==> src/rtl/ffmodes_pkg.sv <==
// rtl/ffmodes_pkg.sv - shared FSM encoding and counter sizing for the ffmodes receiver
package ffmodes_pkg;

  typedef enum logic [2:0] {
    ST_IDLE  = 3'd0,
    ST_DATA  = 3'd1,
    ST_PAR   = 3'd2,
    ST_STOP  = 3'd3,
    ST_BREAK = 3'd4
  } state_e;

  // Counter must hold 0..WIDTH
  function automatic int cnt_width(input int width);
    return $clog2(width + 1);
  endfunction

endpackage

==> src/rtl/ffmodes_linesync.sv <==
// rtl/ffmodes_linesync.sv - negedge capture then posedge retime of the serial line, both async-set
module ffmodes_linesync (
  input  logic clk,
  input  logic rst,
  input  logic d,
  output logic q
);

  logic sin_n;

  always_ff @(negedge clk or posedge rst) begin
    if (rst) sin_n <= 1'b1;
    else     sin_n <= d;
  end

  always_ff @(posedge clk or posedge rst) begin
    if (rst) q <= 1'b1;
    else     q <= sin_n;
  end

endmodule

==> src/rtl/ffmodes_rx.sv <==
// rtl/ffmodes_rx.sv - start/data/parity/stop deframer exercising every flop mode
module ffmodes_rx
  import ffmodes_pkg::*;
#(
  parameter int WIDTH      = 8,
  parameter bit PARITY_ODD = 1'b0
) (
  input  logic             clk,
  input  logic             rst,
  input  logic             cen,
  input  logic             clr,
  input  logic             sin,
  output logic [WIDTH-1:0] dout,
  output logic             dvalid,
  output logic             perr,
  output logic             ferr,
  output logic             busy
);

  localparam int CW = cnt_width(WIDTH);

  logic             sin_p;
  state_e           state, state_nxt;
  logic [CW-1:0]    cnt;
  logic [WIDTH-1:0] shreg, shreg_shift;
  logic             parbit;
  logic             accept, frame_err, par_bad;

  ffmodes_linesync u_linesync (
    .clk (clk),
    .rst (rst),
    .d   (sin),
    .q   (sin_p)
  );

  always_comb begin
    state_nxt   = state;
    accept      = 1'b0;
    frame_err   = 1'b0;
    shreg_shift = shreg >> 1;
    shreg_shift[WIDTH-1] = sin_p;
    par_bad     = ((^shreg) ^ parbit) != PARITY_ODD;
    if (cen) begin
      case (state)
        ST_IDLE:  if (!sin_p) state_nxt = ST_DATA;
        ST_DATA:  if (cnt == CW'(WIDTH - 1)) state_nxt = ST_PAR;
        ST_PAR:   state_nxt = ST_STOP;
        ST_STOP: begin
          if (sin_p) begin
            accept    = 1'b1;
            state_nxt = ST_IDLE;
          end else begin
            frame_err = 1'b1;
            state_nxt = ST_BREAK;
          end
        end
        ST_BREAK: if (sin_p) state_nxt = ST_IDLE;
        default:  state_nxt = ST_IDLE;
      endcase
    end
  end

  // busy tracks the next state so it equals (state != IDLE) with no extra lag
  always_ff @(posedge clk or posedge rst) begin
    if (rst) begin
      state  <= ST_IDLE;
      busy   <= 1'b0;
      dvalid <= 1'b0;
    end else begin
      state  <= state_nxt;
      busy   <= (state_nxt != ST_IDLE);
      dvalid <= accept;
    end
  end

  always_ff @(posedge clk or posedge rst) begin
    if (rst) begin
      cnt    <= '0;
      shreg  <= '0;
      parbit <= 1'b0;
      dout   <= '0;
    end else if (cen) begin
      case (state)
        ST_IDLE: cnt <= '0;
        ST_DATA: begin
          shreg <= shreg_shift;
          cnt   <= cnt + CW'(1);
        end
        ST_PAR:  parbit <= sin_p;
        default: ;
      endcase
      if (accept) dout <= shreg;
    end
  end

  // A new error event outranks clr so that no error is ever dropped
  always_ff @(posedge clk or posedge rst) begin
    if (rst) begin
      perr <= 1'b0;
      ferr <= 1'b0;
    end else begin
      if (accept && par_bad) perr <= 1'b1;
      else if (clr)          perr <= 1'b0;
      if (frame_err)         ferr <= 1'b1;
      else if (clr)          ferr <= 1'b0;
    end
  end

endmodule
==> config.mk <==
export PLATFORM = sky130hd
export DESIGN_NAME = ffmodes_rx
export DESIGN_NICKNAME = d
export VERILOG_FILES = /design/src/rtl/ffmodes_pkg.sv /design/src/rtl/ffmodes_linesync.sv /design/src/rtl/ffmodes_rx.sv
export SDC_FILE = /design/constraint.sdc
export NUM_CORES = 1
export LEC_CHECK = 0
export BUFFER_PORTS_ARGS = -buffer_cell sky130_fd_sc_hd__buf_4
export CAP_MARGIN = 20
export CORE_UTILIZATION = 51
export DETAILED_ROUTE_END_ITERATION = 7
export PLACE_DENSITY = 0.74
export SYNTH_ARGS = -nofsm -noshare
export SYNTH_HDL_FRONTEND = slang
export SYNTH_SLANG_ARGS = --single-unit
==> constraint.sdc <==
create_clock -name clk -period 1.75 [get_ports clk]
set_input_delay 0.2625 -clock clk [delete_from_list [all_inputs] [get_ports clk]]
set_output_delay 0.2625 -clock clk [all_outputs]
set_load 0.1 [all_outputs]
==> flow_summary.yaml, run 1 <==
finish:
  antenna_cells: 0
  final_area_sq_um: 1600
  drive_gt1_share_pct: 35.71
  area_delta_synth_final_pct: 16.48
  fillCellCount: 210
  finalNonFillerCells: 156
  layout.nets: 131
yosys:
  synthSimpleGateAreaFrac_pct: 10.20
  synthMuxAreaShare_pct: 17.40
  synth_compound_area_share_pct: 7.104
  netlist_instances: 103
  synth_nets: 109
  ys.flop_type: "dfrtp_1"
  synth_warnings: 0
  async_flop_share_pct: 100.0
  ys_ff_latch: 30
  synth_fa_ha_area_share_pct: 0.9107
  synth_area_sq_um: 1374
  ys_types: 34
  synth.avg_cell_area_sq_um: 13.34
  synth-xor-area-share_pct: 5.464
  synth_seq_area_share_pct: 54.83
  synth_top_family_by_area: "multiplexers"
  synth_edf_count: 0
floorplanning:
  die_y_um: 53.90
  coreArea_sq_um: 2522
  die_x_um: 53.90
  rows: 18
  die-area_sq_um: 2905
  start_util_pct: 54.46
  ioPinCount: 17
grt:
  grt_pass1_wl_mm: 3.643
  antenna_found_initial: 0
  grt_max_degree: 30
  grtUsageTotal_pct: 18.86
  grt_pass1_vias: 803
  overflow: 0
sta:
  max-slew-margin-rel_pct: 76.37
  clock_skew_ps: 49.29
  rsz0062_at_grt: "no"
  slew_viol_final: 0
  max_freq_mhz: 683.5
  hold_ws_ps: 35.56
  finalHoldViolCount: 0
  worstMarginPinSlew_ps: 354.4
  finalSetupViolations: 0
  setup_slack_ps: 272.3
  min_period_over_period_pct: 84.44
  fin_tns_setup_ps: 0
  period_minus_slack_ps: 1478
worst_setup_path:
  reg2reg_depth: 0
  start_kind: "flop"
  endpoint_kind: "flop"
  cp.required_ps: 2020
  regToRegSetupSlack_ps: 270
  crit_type: "flop to flop"
  worst_ep_arrival_time_ps: 1740
  r2r_start: "u_linesync.sin_n"
  reg2reg_to: "u_linesync.q"
  cp_max_fo: 1
clocking:
  root_buffer: "clkbuf_4"
  clock-sinks: 30
  clk_pin_slew_ps: 90
  cts_tree: "built"
  insertion_delay_ps: 360
  max-clock-path-buffers: 2
  cts_setup_buffers: 0
  numCtsBuffers: 5
  h-tree-depth: 2
  cts_hold_buf: 0
  cts-resized-gates: 0
placement:
  place_ws_ps: 316.8
  io_buffers: 16
  dp.cells: 148
  globalplace.congestion: 0.7963
  place_hpwl_mm: 1.391
  placed_area_sq_um: 1531
power:
  vdd_ir_drop_max_v: 0.001438
  power_switching_w: 0.001297
  pwr-share-comb_pct: 48.7
  p_clk_share_pct: 14.9
  powerDensity_nw_per_um2: 1956
  switching_share_pct: 41.44
  pwr-share-seq_pct: 36.5
  power.internal_w: 0.001833
  p_leak_nw: 0.7834
job:
  maxCapViolCount: 0
routing:
  routed_wl_mm: 2.090
  detail_route.wl_per_cell_um: 13.40
  drtIter0Drc: 5
  antenna_left: 0
  drc: 0
  detailedRoute.firstPassIterationCount: 4
  vias: 840
  viasPerCell: 5.385
run_status:
  status: "complete, no violations"
worst_hold_path:
  hp-class: "input pin to asynchronous set/reset pin"
[worst max-delay path by stage]
stage | from | endpoint | slack, ps | cells past startpoint
5_1_grt | state[1] | dout[0] | 190 | 4
4_1_cts | u_linesync.sin_n | u_linesync.q | 270 | 0
3_3_place_gp | u_linesync.sin_n | u_linesync.q | 330 | 0
2_1_floorplan | rst | u_linesync.sin_n | 70 | 1
3_5_place_dp | state[1] | dout[3] | 320 | 4
6_report | u_linesync.sin_n | u_linesync.q | 270 | 0
[kinds of logic after synthesis]
logic type | after synthesis
flops | 30
mux | 19
simple gates | 19
compound gates | 15
buf+inv | 12
xor+xnor | 7
fa+ha+maj | 1
[metrics by stage]
stage	total power (W)	utilization, %
global route	0.003318	63.44
floorplan	0.002414	-
finish	0.003130	63.44
detailed placement	0.002684	60.71
CTS	0.003160	63.44
global placement	0.002655	60.71
[layout by cell type (no fill, tap or decap)]
master and instances:
nand3_1 3, o32ai_1 1, o22ai_1 2, or4b_1 1
nor3b_2 1, xnor2_1 6, mux2i_1 1, nor2_4 1
o31ai_1 1, nor2_1 3, mux2_1 10, nand2_1 4
a21oi_1 5, mux2_2 1, buf_4 20, clkbuf_4 5
nand2b_4 1, inv_2 2, dfrtp_1 28, ha_1 1
nand3_2 1, clkinv_1 1, dfstp_2 2, nor3_1 1
o21ai_0 1, xnor3_1 1, nand2_4 1, mux2_4 7
o21ai_1 1, a22oi_1 1, nor4_1 1, clkbuf_8 2
inv_1 5, nor3b_4 1, a22o_1 3
[area by class of cell]
cell class,count,area [sq um],share of cell area (%)
clock buffer,7,65.06,4.066
timing repair buffer,20,150.1,9.382
sequential,30,753.2,47.07
inverter,6,22.52,1.407
clock inverter,2,7.507,0.4691
tap,30,37.54,2.346
multi-input combinational,61,564.3,35.26
[registers in the layout, summed over array words and instances, names as in the netlist, 3 cells and up]
name and count:
dout 8, shreg 8, cnt 4, state 3
[tightest hold or removal path, stage by stage]
cell,delay (ps)
buf_4,100
inv_1,60
buf_4,330
[Yosys cell counts, types with 2 or more instances]
master / number / area share, %
mux2_4: 7 / 7.7
dfrtp_1: 28 / 51
inv_1: 5 / 1.4
xnor2_1: 6 / 3.8
inv_2: 2 / 0.55
a21oi_1: 5 / 1.8
a22o_1: 3 / 1.9
buf_2: 3 / 1.1
dfstp_2: 2 / 3.8
nor2_1: 3 / 0.82
nand2_1: 4 / 1.1
nand3_1: 3 / 1.1
o22ai_1: 2 / 0.91
mux2_1: 10 / 8.2
[power by group through the flow]
stage                clock [W]  combinational (W)  sequential [W]
floorplan           0.00000715           0.000848         0.00156
CTS                   0.000483            0.00153         0.00114
detailed placement  0.00000715            0.00152         0.00115
finish                0.000465            0.00152         0.00114
global placement    0.00000715            0.00150         0.00114
global route          0.000512            0.00162         0.00118
[routing by layer]
metal,vias to the layer above,wire length [um],GRT usage [%],part of all wire (%)
li1,414,-,-,-
met1,401,1038,25.09,50
met2,21,912,25.51,44
met3,4,111,9.605,5.3
met4,0,27,8.333,1.3
met5,-,0,0,0
No activity file was read; power rests on OpenSTA's default activity.
==> run 2: changes to the inputs <==
- ABC_AREA: not set -> 1
- clock period: 1.75 -> 1.55 ns (I/O delays scaled with it)
==> flow_summary.yaml, run 2 <==
clocking:
  cts_hold_buf: 0
  root_buffer: "clkbuf_4"
  insertion_delay_ps: 380
  clock-sinks: 30
  cts_tree: "built"
  cts-resized-gates: 0
  clk_pin_slew_ps: 100
  cts_setup_buffers: 0
  numCtsBuffers: 5
  max-clock-path-buffers: 2
  h-tree-depth: 2
finish:
  layout.nets: 204
  layout_common_cells: "75 x nand2_1, 28 x dfrtp_1, 22 x inv_1"
  area_delta_synth_final_pct: 14.17
  seq_area_sq_um: 753.2
  largestRegisters: "dout x8, shreg x8, cnt x4"
  drive_gt1_share_pct: 25.13
  antenna_cells: 0
  final_util_pct: 60.82
  fillCellCount: 243
  mostFrequentLayoutCell: "nand2_1"
  multiInputGateArea_sq_um: 590.6
run_status:
  status: "complete, no violations"
worst_setup_path:
  start_kind: "flop"
  cp_slowest_cell: "dfrtp_1"
  cp.depth: 6
  endpoint_kind: "flop"
  worst_ep_arrival_time_ps: 1600
  slowest_delay_ps: 440
  cp.required_ps: 1760
  reg2reg_depth: 6
  crit_type: "flop to flop"
  crit_path_frequent_cell: "nand2_1"
  crit_buf_inv: 1
  cp_top_family: "simple AND/OR/NAND/NOR gates"
  cp_cell_sequence: "nor2_1, nand2_1, inv_2, nand2_2, nand2_1, o21ai_2"
  cp_max_fo: 19
grt:
  use_met2_pct: 32.70
  antenna_found_initial: 0
  grtUsageTotal_pct: 19.72
  use_met3_pct: 7.026
  grt_max_degree: 30
  grt_pass1_wl_mm: 4.560
  gr-usage-met1_pct: 21.58
  overflow: 0
  grt_pass1_vias: 1103
  busiest_layer: "met2"
power:
  powerDensity_nw_per_um2: 1445
  vdd_ir_drop_max_v: 0.001075
  p_leak_nw: 0.9069
sta:
  finalHoldViolCount: 0
  worstMarginPinSlew_ps: 441.3
  period_minus_slack_ps: 1388
  rsz0062_at_grt: "no"
  min_period_over_period_pct: 89.57
  fin_tns_setup_ps: 0
  max-slew-margin-rel_pct: 70.48
  clock_skew_ps: 45.20
  finalSetupViolations: 0
  hold_ws_ps: 44.35
  max_freq_mhz: 720.3
  slew_viol_final: 0
job:
  maxCapViolCount: 0
yosys:
  ys.flop_type: "dfrtp_1"
  ys_ff_latch: 30
  synth_compound_area_share_pct: 12.80
  ys_types: 17
  synth_top_area_share_pct: 48.11
  synth.avg_cell_area_sq_um: 8.275
  synth_warnings: 0
  synth_nets: 182
  synth_seq_area_share_pct: 51.72
  netlist_instances: 176
  synth_area_sq_um: 1456
  synth_common_cells: "75 x nand2_1, 28 x dfrtp_1, 22 x inv_1"
  synth-xor-area-share_pct: 1.203
  synthMuxAreaShare_pct: 0
  synth_fa_ha_area_share_pct: 0.8591
  synth_edf_count: 0
  synth.area.top_cells: "dfrtp_1 48%, nand2_1 19%, o21ai_2 10%, inv_1 5.7%, dfstp_2 3.6%"
  synthSimpleGateAreaFrac_pct: 25.69
  synth_top_family_by_area: "simple AND/OR/NAND/NOR gates"
  synth.most_common_cell: "nand2_1"
  synth_top_area_cell: "dfrtp_1"
  async_flop_share_pct: 100.0
routing:
  drc: 0
  drtIter0Drc: 41
  detail_route.wl_per_cell_um: 11.63
  routed_wl_mm: 2.674
  viasPerCell: 4.974
  vias: 1144
  antenna_left: 0
  detailedRoute.firstPassIterationCount: 4
floorplanning:
  ioPinCount: 17
  coreArea_sq_um: 2734
  die_y_um: 55.44
  die_x_um: 55.44
  start_util_pct: 53.27
  rows: 19
  die-area_sq_um: 3074
placement:
  io_buffers: 16
  place_hpwl_mm: 1.957
  globalplace.congestion: 0.8140
worst_hold_path:
  hp-class: "input pin to asynchronous set/reset pin"
==> run 2: cell types whose count changed after synthesis, moves of 4 or more <==
cell / change
nand2_1: +71
inv_1: +17
o21ai_2: +17
mux2_1: -10
mux2_4: -7
nand3_1: +7
a21oi_1: -5
xnor2_1: -5
o21ai_0: +4
==> run 2: layer usage <==
layer	vias up	part of all wire [%]
li1	585	-
met1	527	44
met2	20	49
met3	12	3.6
met4	0	3.4
met5	-	0
==> run 2: cell families after synthesis <==
logic type               Yosys count
AO/OA/AOI/OAI                     23
XOR/XNOR                           2
adder cells (fa/ha/maj)            1
buffers and inverters             26
flip-flops                        30
AND/OR/NAND/NOR                   94
==> run 2: layout make-up <==
cell class | count | share of cell area (%)
inverter | 23 | 5.192
timing repair buffer | 17 | 7.675
sequential | 30 | 45.30
clock buffer | 6 | 3.085
clock inverter | 3 | 0.9029
multi-input combinational | 120 | 35.52
tap | 31 | 2.333
==> run 2: worst paths after layout <==
path,start,endpoint,slack [ps]
max,state[1],shreg[3],160
max in group asynchronous,rst,u_linesync.sin_n,840
min in group clk,clr,perr,160
max reg2reg,state[1],shreg[3],160
min reg2reg,dout[6],dout[6],490
min,rst,dout[5],40
==> run 2: through the flow <==
step | power, W | cells | worst slack [ps] | cell area (sq um)
after CTS | 0.002424 | 230 | 152.9 | 1663
final | 0.002402 | 230 | 161.7 | 1663
after detailed placement | 0.001913 | 222 | 177.6 | 1600
after floorplan | 0.001739 | 176 | 3.752 | 1456
after global placement | 0.001862 | 222 | 226.0 | 1600
after global routing | 0.002590 | 230 | 9.218 | 1663
==> run 2: tightest hold or removal path, cell delays in order <==
cell and delay [ps]:
buf_4 110, inv_1 100, buf_4 360
==> run 2: power breakdown <==
part / internal [W] / switching [W] / leakage (nW)
clock network: 0.000223 / 0.000293 / 0.0439
logic: 0.000281 / 0.000590 / 0.466
registers: 0.000903 / 0.000112 / 0.397
